===== src/rtl/counter_ctrl_unit_if.sv =====
// counter_ctrl_unit_if: button/tick/counter signals between the board, tick divider, counter and the control unit.
//   master: drives buttons, tick_in and count, and observes the control outputs (board/testbench side).
//   slave : the control unit; receives buttons, tick_in and count, and drives tick_out, clear, mode and running.
interface counter_ctrl_unit_if #(
  parameter int CW = 14
);
  logic          btn_run_stop;
  logic          btn_clear;
  logic          btn_mode;
  logic          tick_in;
  logic [CW-1:0] count;
  logic          tick_out;
  logic          clear;
  logic          mode;
  logic          running;
  modport master (
    output btn_run_stop, btn_clear, btn_mode, tick_in, count,
    input  tick_out, clear, mode, running
  );
  modport slave (
    input  btn_run_stop, btn_clear, btn_mode, tick_in, count,
    output tick_out, clear, mode, running
  );
endinterface


===== src/rtl/counter_ctrl_unit.sv =====
// counter_ctrl_unit: button conditioning plus the STOP/RUN/CLEAR FSM that gates ticks and clears the 4-digit counter.
//   clk, reset (async, active high)
//   bus.btn_run_stop/btn_clear/btn_mode : raw buttons, asynchronous to clk
//   bus.tick_in : 10 Hz tick in; bus.count : counter value (read only for auto-stop)
//   bus.tick_out : gated tick; bus.clear : one-cycle clear; bus.mode : 0 up / 1 down; bus.running : FSM in RUN
//   Optional feature macro CTRL_AUTO_STOP_EN: stop at the terminal count instead of wrapping.
module counter_ctrl_unit #(
  parameter int DEBOUNCE_CYCLES = 100_000,
  parameter int MAX_COUNT = 9999,
  parameter int CW = 14
) (
  input logic clk,
  input logic reset,
  counter_ctrl_unit_if.slave bus
);
  localparam int DW = $clog2(DEBOUNCE_CYCLES + 1);
  typedef enum logic [1:0] {STOP = 2'd0, RUN = 2'd1, CLEAR = 2'd2} state_t;
  state_t state, state_nxt;
  logic [2:0] raw, s1, s2, stable, stable_d, pulse;
  logic run_p, clr_p, mode_p, mode_q, at_term, stop_term;
  assign raw = {bus.btn_mode, bus.btn_clear, bus.btn_run_stop};
  assign {mode_p, clr_p, run_p} = pulse;
  // The pulse is registered so a press costs 2 sync + DEBOUNCE_CYCLES + 1 edges.
  always_ff @(posedge clk or posedge reset)
    if (reset) begin
      s1 <= '0;
      s2 <= '0;
      stable_d <= '0;
      pulse <= '0;
    end else begin
      s1 <= raw;
      s2 <= s1;
      stable_d <= stable;
      pulse <= stable & ~stable_d;
    end
  for (genvar i = 0; i < 3; i++) begin : g_db
    logic [DW-1:0] cnt;
    logic st;
    // Any sample agreeing with the accepted level restarts the count.
    always_ff @(posedge clk or posedge reset)
      if (reset) begin
        cnt <= '0;
        st <= 1'b0;
      end else if (s2[i] == st) begin
        cnt <= '0;
      end else if (cnt == DW'(DEBOUNCE_CYCLES - 1)) begin
        cnt <= '0;
        st <= s2[i];
      end else begin
        cnt <= cnt + 1'b1;
      end
    assign stable[i] = st;
  end
  always_ff @(posedge clk or posedge reset)
    if (reset) begin
      state <= STOP;
      mode_q <= 1'b0;
    end else begin
      state <= state_nxt;
      mode_q <= mode_q ^ mode_p;
    end
  assign at_term = mode_q ? (bus.count == '0) : (bus.count == CW'(MAX_COUNT));
`ifdef CTRL_AUTO_STOP_EN
  assign stop_term = bus.tick_in & at_term;
`else
  logic unused_term;
  assign unused_term = at_term;
  assign stop_term = 1'b0;
`endif
  // Clear wins over run/stop; CLEAR and illegal encodings always fall back to STOP.
  always_comb begin
    state_nxt = STOP;
    case (state)
      STOP: state_nxt = clr_p ? CLEAR : run_p ? RUN : STOP;
      RUN: state_nxt = clr_p ? CLEAR : (run_p | stop_term) ? STOP : RUN;
      default: state_nxt = STOP;
    endcase
  end
  assign bus.running = (state == RUN);
  assign bus.clear = (state == CLEAR);
  assign bus.mode = mode_q;
  assign bus.tick_out = bus.tick_in & (state == RUN) & ~stop_term;
endmodule


===== src/flat_wrapper.sv =====
// flat-port wrapper written by rule: the top's interface ports become plain ports
module counter_ctrl_unit_flat 
#(
  parameter int DEBOUNCE_CYCLES = 100_000,
  parameter int MAX_COUNT = 9999,
  parameter int CW = 14
)
  (clk, reset, bus_btn_run_stop, bus_btn_clear, bus_btn_mode, bus_tick_in, bus_count, bus_tick_out, bus_clear, bus_mode, bus_running);
  counter_ctrl_unit_if #(.CW(CW)) bus_i ();
  input logic clk;
  input logic reset;
  input wire logic [$bits(bus_i.btn_run_stop)-1:0] bus_btn_run_stop;
  input wire logic [$bits(bus_i.btn_clear)-1:0] bus_btn_clear;
  input wire logic [$bits(bus_i.btn_mode)-1:0] bus_btn_mode;
  input wire logic [$bits(bus_i.tick_in)-1:0] bus_tick_in;
  input wire logic [$bits(bus_i.count)-1:0] bus_count;
  output wire logic [$bits(bus_i.tick_out)-1:0] bus_tick_out;
  output wire logic [$bits(bus_i.clear)-1:0] bus_clear;
  output wire logic [$bits(bus_i.mode)-1:0] bus_mode;
  output wire logic [$bits(bus_i.running)-1:0] bus_running;
  assign bus_i.btn_run_stop = bus_btn_run_stop;
  assign bus_i.btn_clear = bus_btn_clear;
  assign bus_i.btn_mode = bus_btn_mode;
  assign bus_i.tick_in = bus_tick_in;
  assign bus_i.count = bus_count;
  assign bus_tick_out = bus_i.tick_out;
  assign bus_clear = bus_i.clear;
  assign bus_mode = bus_i.mode;
  assign bus_running = bus_i.running;
  counter_ctrl_unit #(.DEBOUNCE_CYCLES(DEBOUNCE_CYCLES), .MAX_COUNT(MAX_COUNT), .CW(CW)) u_core (.clk(clk), .reset(reset), .bus(bus_i));
endmodule

===== config.mk =====
export PLATFORM = sky130hd
export DESIGN_NAME = counter_ctrl_unit_flat
export DESIGN_NICKNAME = d
export VERILOG_FILES = /design/src/rtl/counter_ctrl_unit_if.sv /design/src/rtl/counter_ctrl_unit.sv /design/src/flat_wrapper.sv
export SDC_FILE = /design/constraint.sdc
export NUM_CORES = 1
export LEC_CHECK = 0
export ABC_AREA = 0
export CORE_MARGIN = 3
export CORE_UTILIZATION = 35
export DETAILED_ROUTE_END_ITERATION = 8
export HOLD_SLACK_MARGIN = 0.05
export PLACE_DENSITY = 0.57
export SLEW_MARGIN = 25
export SYNTH_ARGS = -nofsm -noshare
export SYNTH_HDL_FRONTEND = slang
export SYNTH_SLANG_ARGS = --single-unit

===== constraint.sdc =====
create_clock -name clk -period 3.4 [get_ports clk]
set_input_delay 1.02 -clock clk [delete_from_list [all_inputs] [get_ports clk]]
set_output_delay 1.02 -clock clk [all_outputs]
set_load 0.01 [all_outputs]

==> results.json, run 1 <==
{
  "status": "complete, no violations",
  "fp.coreArea_um2": 8423,
  "path_class": "in -> out",
  "cts_buffers": 9,
  "gp_congestion": 0.8259,
  "r2r_slack_ns": 1.53,
  "slew_headroom": 0.5063,
  "dieHeight_um": 100.5,
  "dp.cells": 407,
  "rsz0062_at_grt": "no",
  "final_nets": 336,
  "syn_inst": 296,
  "fin_crit_sh": 0.9161,
  "mostFrequentLayoutCells": "69 x dfrtp_1, 47 x nor2_1, 31 x xnor2_1",
  "ios": 24,
  "cts_htree_levels": 3,
  "diodes": 0,
  "drt-total-wl_mm": 5.519,
  "hold_violations": 0,
  "seq_area_frac_synth": 0.5527,
  "timing.hold.ws_ns": 0.3527,
  "cts-root-buf": "clkbuf_8",
  "crit_slowest_cell": "clkdlybuf4s50_1",
  "maxCapViolCount": 0,
  "synth_seq_cells": 69,
  "syn_area_um2": 3124,
  "cp_num_buf_inv": 2,
  "slowest_delay_ns": 0.52,
  "end_kind": "output pin",
  "max_freq_mhz": 321.1,
  "postCtsResizedCells": 0,
  "cts_tree": "built",
  "worstHoldPathType": "reg -> reg",
  "drtIter0Drc": 98,
  "routedWlPerCell_um": 13.05,
  "finalMaxSlewViolations": 0,
  "max-clock-path-buffers": 2,
  "antenna_found_initial": 0,
  "port_buffers": 9,
  "hold_buffers": 0,
  "worstPathRequired_ns": 2.38,
  "crit_end": "bus_tick_out",
  "rr_startpoint": "u_core.g_db[0].cnt[5]",
  "arrival_ns": 2.09,
  "grt_pass1_wl_mm": 10.01,
  "crit_fanout": 1,
  "skew_ns": 0.009429,
  "timing.rr.end": "u_core.g_db[0].cnt[9]",
  "grt_max_degree": 38,
  "critPathLaunch": "bus_tick_in",
  "drcViolationCount": 0,
  "clkLatencyLatePin_ns": 0.34,
  "synth.net_count": 319,
  "area_growth_pct": 13.34,
  "worst_slew_pin_slew_ns": 0.7394,
  "start_kind": "input port",
  "grt-ovfl-total": 0,
  "post_drt_via_cell_ratio": 5.024,
  "clk_pin_slew_ns": 0.08,
  "grt_pass1_vias": 2172,
  "cp_cell_sequence": "clkdlybuf4s50_1 > and2_1 > clkdlybuf4s50_1",
  "rows": 33,
  "dr.pass1.iters": 4,
  "stdcell_count": 423,
  "syn-mean-instance-area_um2": 10.55,
  "setup_viol": 0,
  "setup_tns_ns": 0,
  "cts_setup_buffers": 0,
  "synth_cell_types": 31,
  "crit_path_frequent_cell": "clkdlybuf4s50_1",
  "layout-drive-gt1-share": 0.08176,
  "via_count": 2125,
  "p_leak_nw": 1.456,
  "worstSetupPathDepth": 3,
  "r2r_cells": 4,
  "clkSinkCount": 69,
  "power.density_nw_per_um2": 441.1,
  "dp_hpwl_mm": 3.729,
  "start_util": 0.3709,
  "die_x_um": 100.5,
  "path_delay_family": "buffers and inverters",
  "yosysWarningCount": 0,
  "die_area_um2": 10100,
  "period_minus_slack_ns": 3.115,
  "final_common_cell": "dfrtp_1",
  "max-vdd-ir-drop_uv": 190.8,
  "track_usage": 0.1246,
  "drt.antenna.violating_nets": 0
}
-- cell usage after synthesis --
library cell	n	area share
o21ai_0	3	0.0048
and4_2	1	0.0032
nand4bb_1	2	0.0072
buf_2	3	0.0048
or4_4	1	0.0036
or2_0	1	0.0020
nor2_1	47	0.056
and2_1	2	0.0040
nand2_1	14	0.017
xnor2_1	31	0.087
nor3_1	13	0.021
a21oi_1	4	0.0064
xor2_1	15	0.042
o31ai_1	1	0.0024
mux2_2	3	0.011
nor2b_1	7	0.014
a41o_1	2	0.0064
nand4_1	18	0.036
nand3_1	17	0.027
nor4b_1	1	0.0028
and4_1	3	0.0084
clkbuf_1	3	0.0036
inv_1	9	0.011
or3_1	3	0.0060
nor4bb_1	2	0.0064
ha_1	3	0.012
dfrtp_1	69	0.55
or4_1	1	0.0024
nor4_1	14	0.028
and3_1	2	0.0040
nand4_4	1	0.0068
-- routing by layer --
metal,vias up,wire [um],track usage,part of all wire
li1,1066,-,-,-
met3,4,151,0.03737,0.027
met4,0,48,0.04352,0.0087
met2,19,2455,0.1911,0.44
met5,-,0,0,0
met1,1036,2863,0.1681,0.52
-- state kept, by name, summed over array words and instances, names as in the netlist --
signal           count
u_core.g_db.cnt     51
u_core.g_db.st       3
u_core.pulse         3
u_core.s1            3
u_core.s2            3
u_core.stable_d      3
u_core.state         2
u_core.bus.mode      1
-- worst min path at each step --
stage / from / endpoint / slack [ns] / cells past startpoint
after CTS: u_core.s1[1] / u_core.s2[1] / 0.35 / 0
after global placement: u_core.s1[1] / u_core.s2[1] / 0.33 / 0
final: u_core.s1[1] / u_core.s2[1] / 0.35 / 0
after global routing: u_core.s1[1] / u_core.s2[1] / 0.36 / 0
after detailed placement: u_core.s1[1] / u_core.s2[1] / 0.34 / 0
after floorplan: u_core.s1[0] / u_core.s2[0] / 0.33 / 0
-- layout make-up --
cell class	instances	area [um2]
clock buffer	9	123.9
clock inverter	7	75.07
fill	846	4882
inverter	9	33.78
multi-input combinational	212	1338
sequential	69	1727
tap	105	131.4
timing repair buffer	12	112.6
-- metrics by stage --
step	power (mW)	worst slack, ns	utilization	instance area, um2
floorplan	0.8945	0.6401	-	3124
CTS	1.594	0.2805	0.4204	3541
global placement	0.9143	0.2655	0.3968	3342
detailed placement	0.9154	0.2867	0.3968	3342
finish	1.562	0.2853	0.4204	3541
global route	1.641	0.2576	0.4204	3541
-- cells by family (layout without fill, tap and decap cells) --
kind of cell | count (synthesis) | after routing | share of synthesized area
AND/OR/NAND/NOR | 150 | 150 | 0.2563
flip-flops | 69 | 69 | 0.5527
XOR/XNOR | 46 | 46 | 0.1290
buffers and inverters | 15 | 37 | 0.01922
AO/OA/AOI/OAI | 10 | 10 | 0.02002
adder cells (fa/ha/maj) | 3 | 3 | 0.01202
multiplexers | 3 | 3 | 0.01081
-- where the power goes --
group          total (mW)  internal (mW)  switching (mW)
clock               0.665          0.342           0.323
combinational      0.0525         0.0176          0.0348
sequential          0.844          0.832          0.0121
total                1.56           1.19           0.370
(Power assumes the default switching activity.)
==> run 2: changes to the inputs <==
- HOLD_SLACK_MARGIN: 0.05 -> 0.08
==> results of run 2 <==
The final DEF is identical to that of run 1; final timing and power are the same.
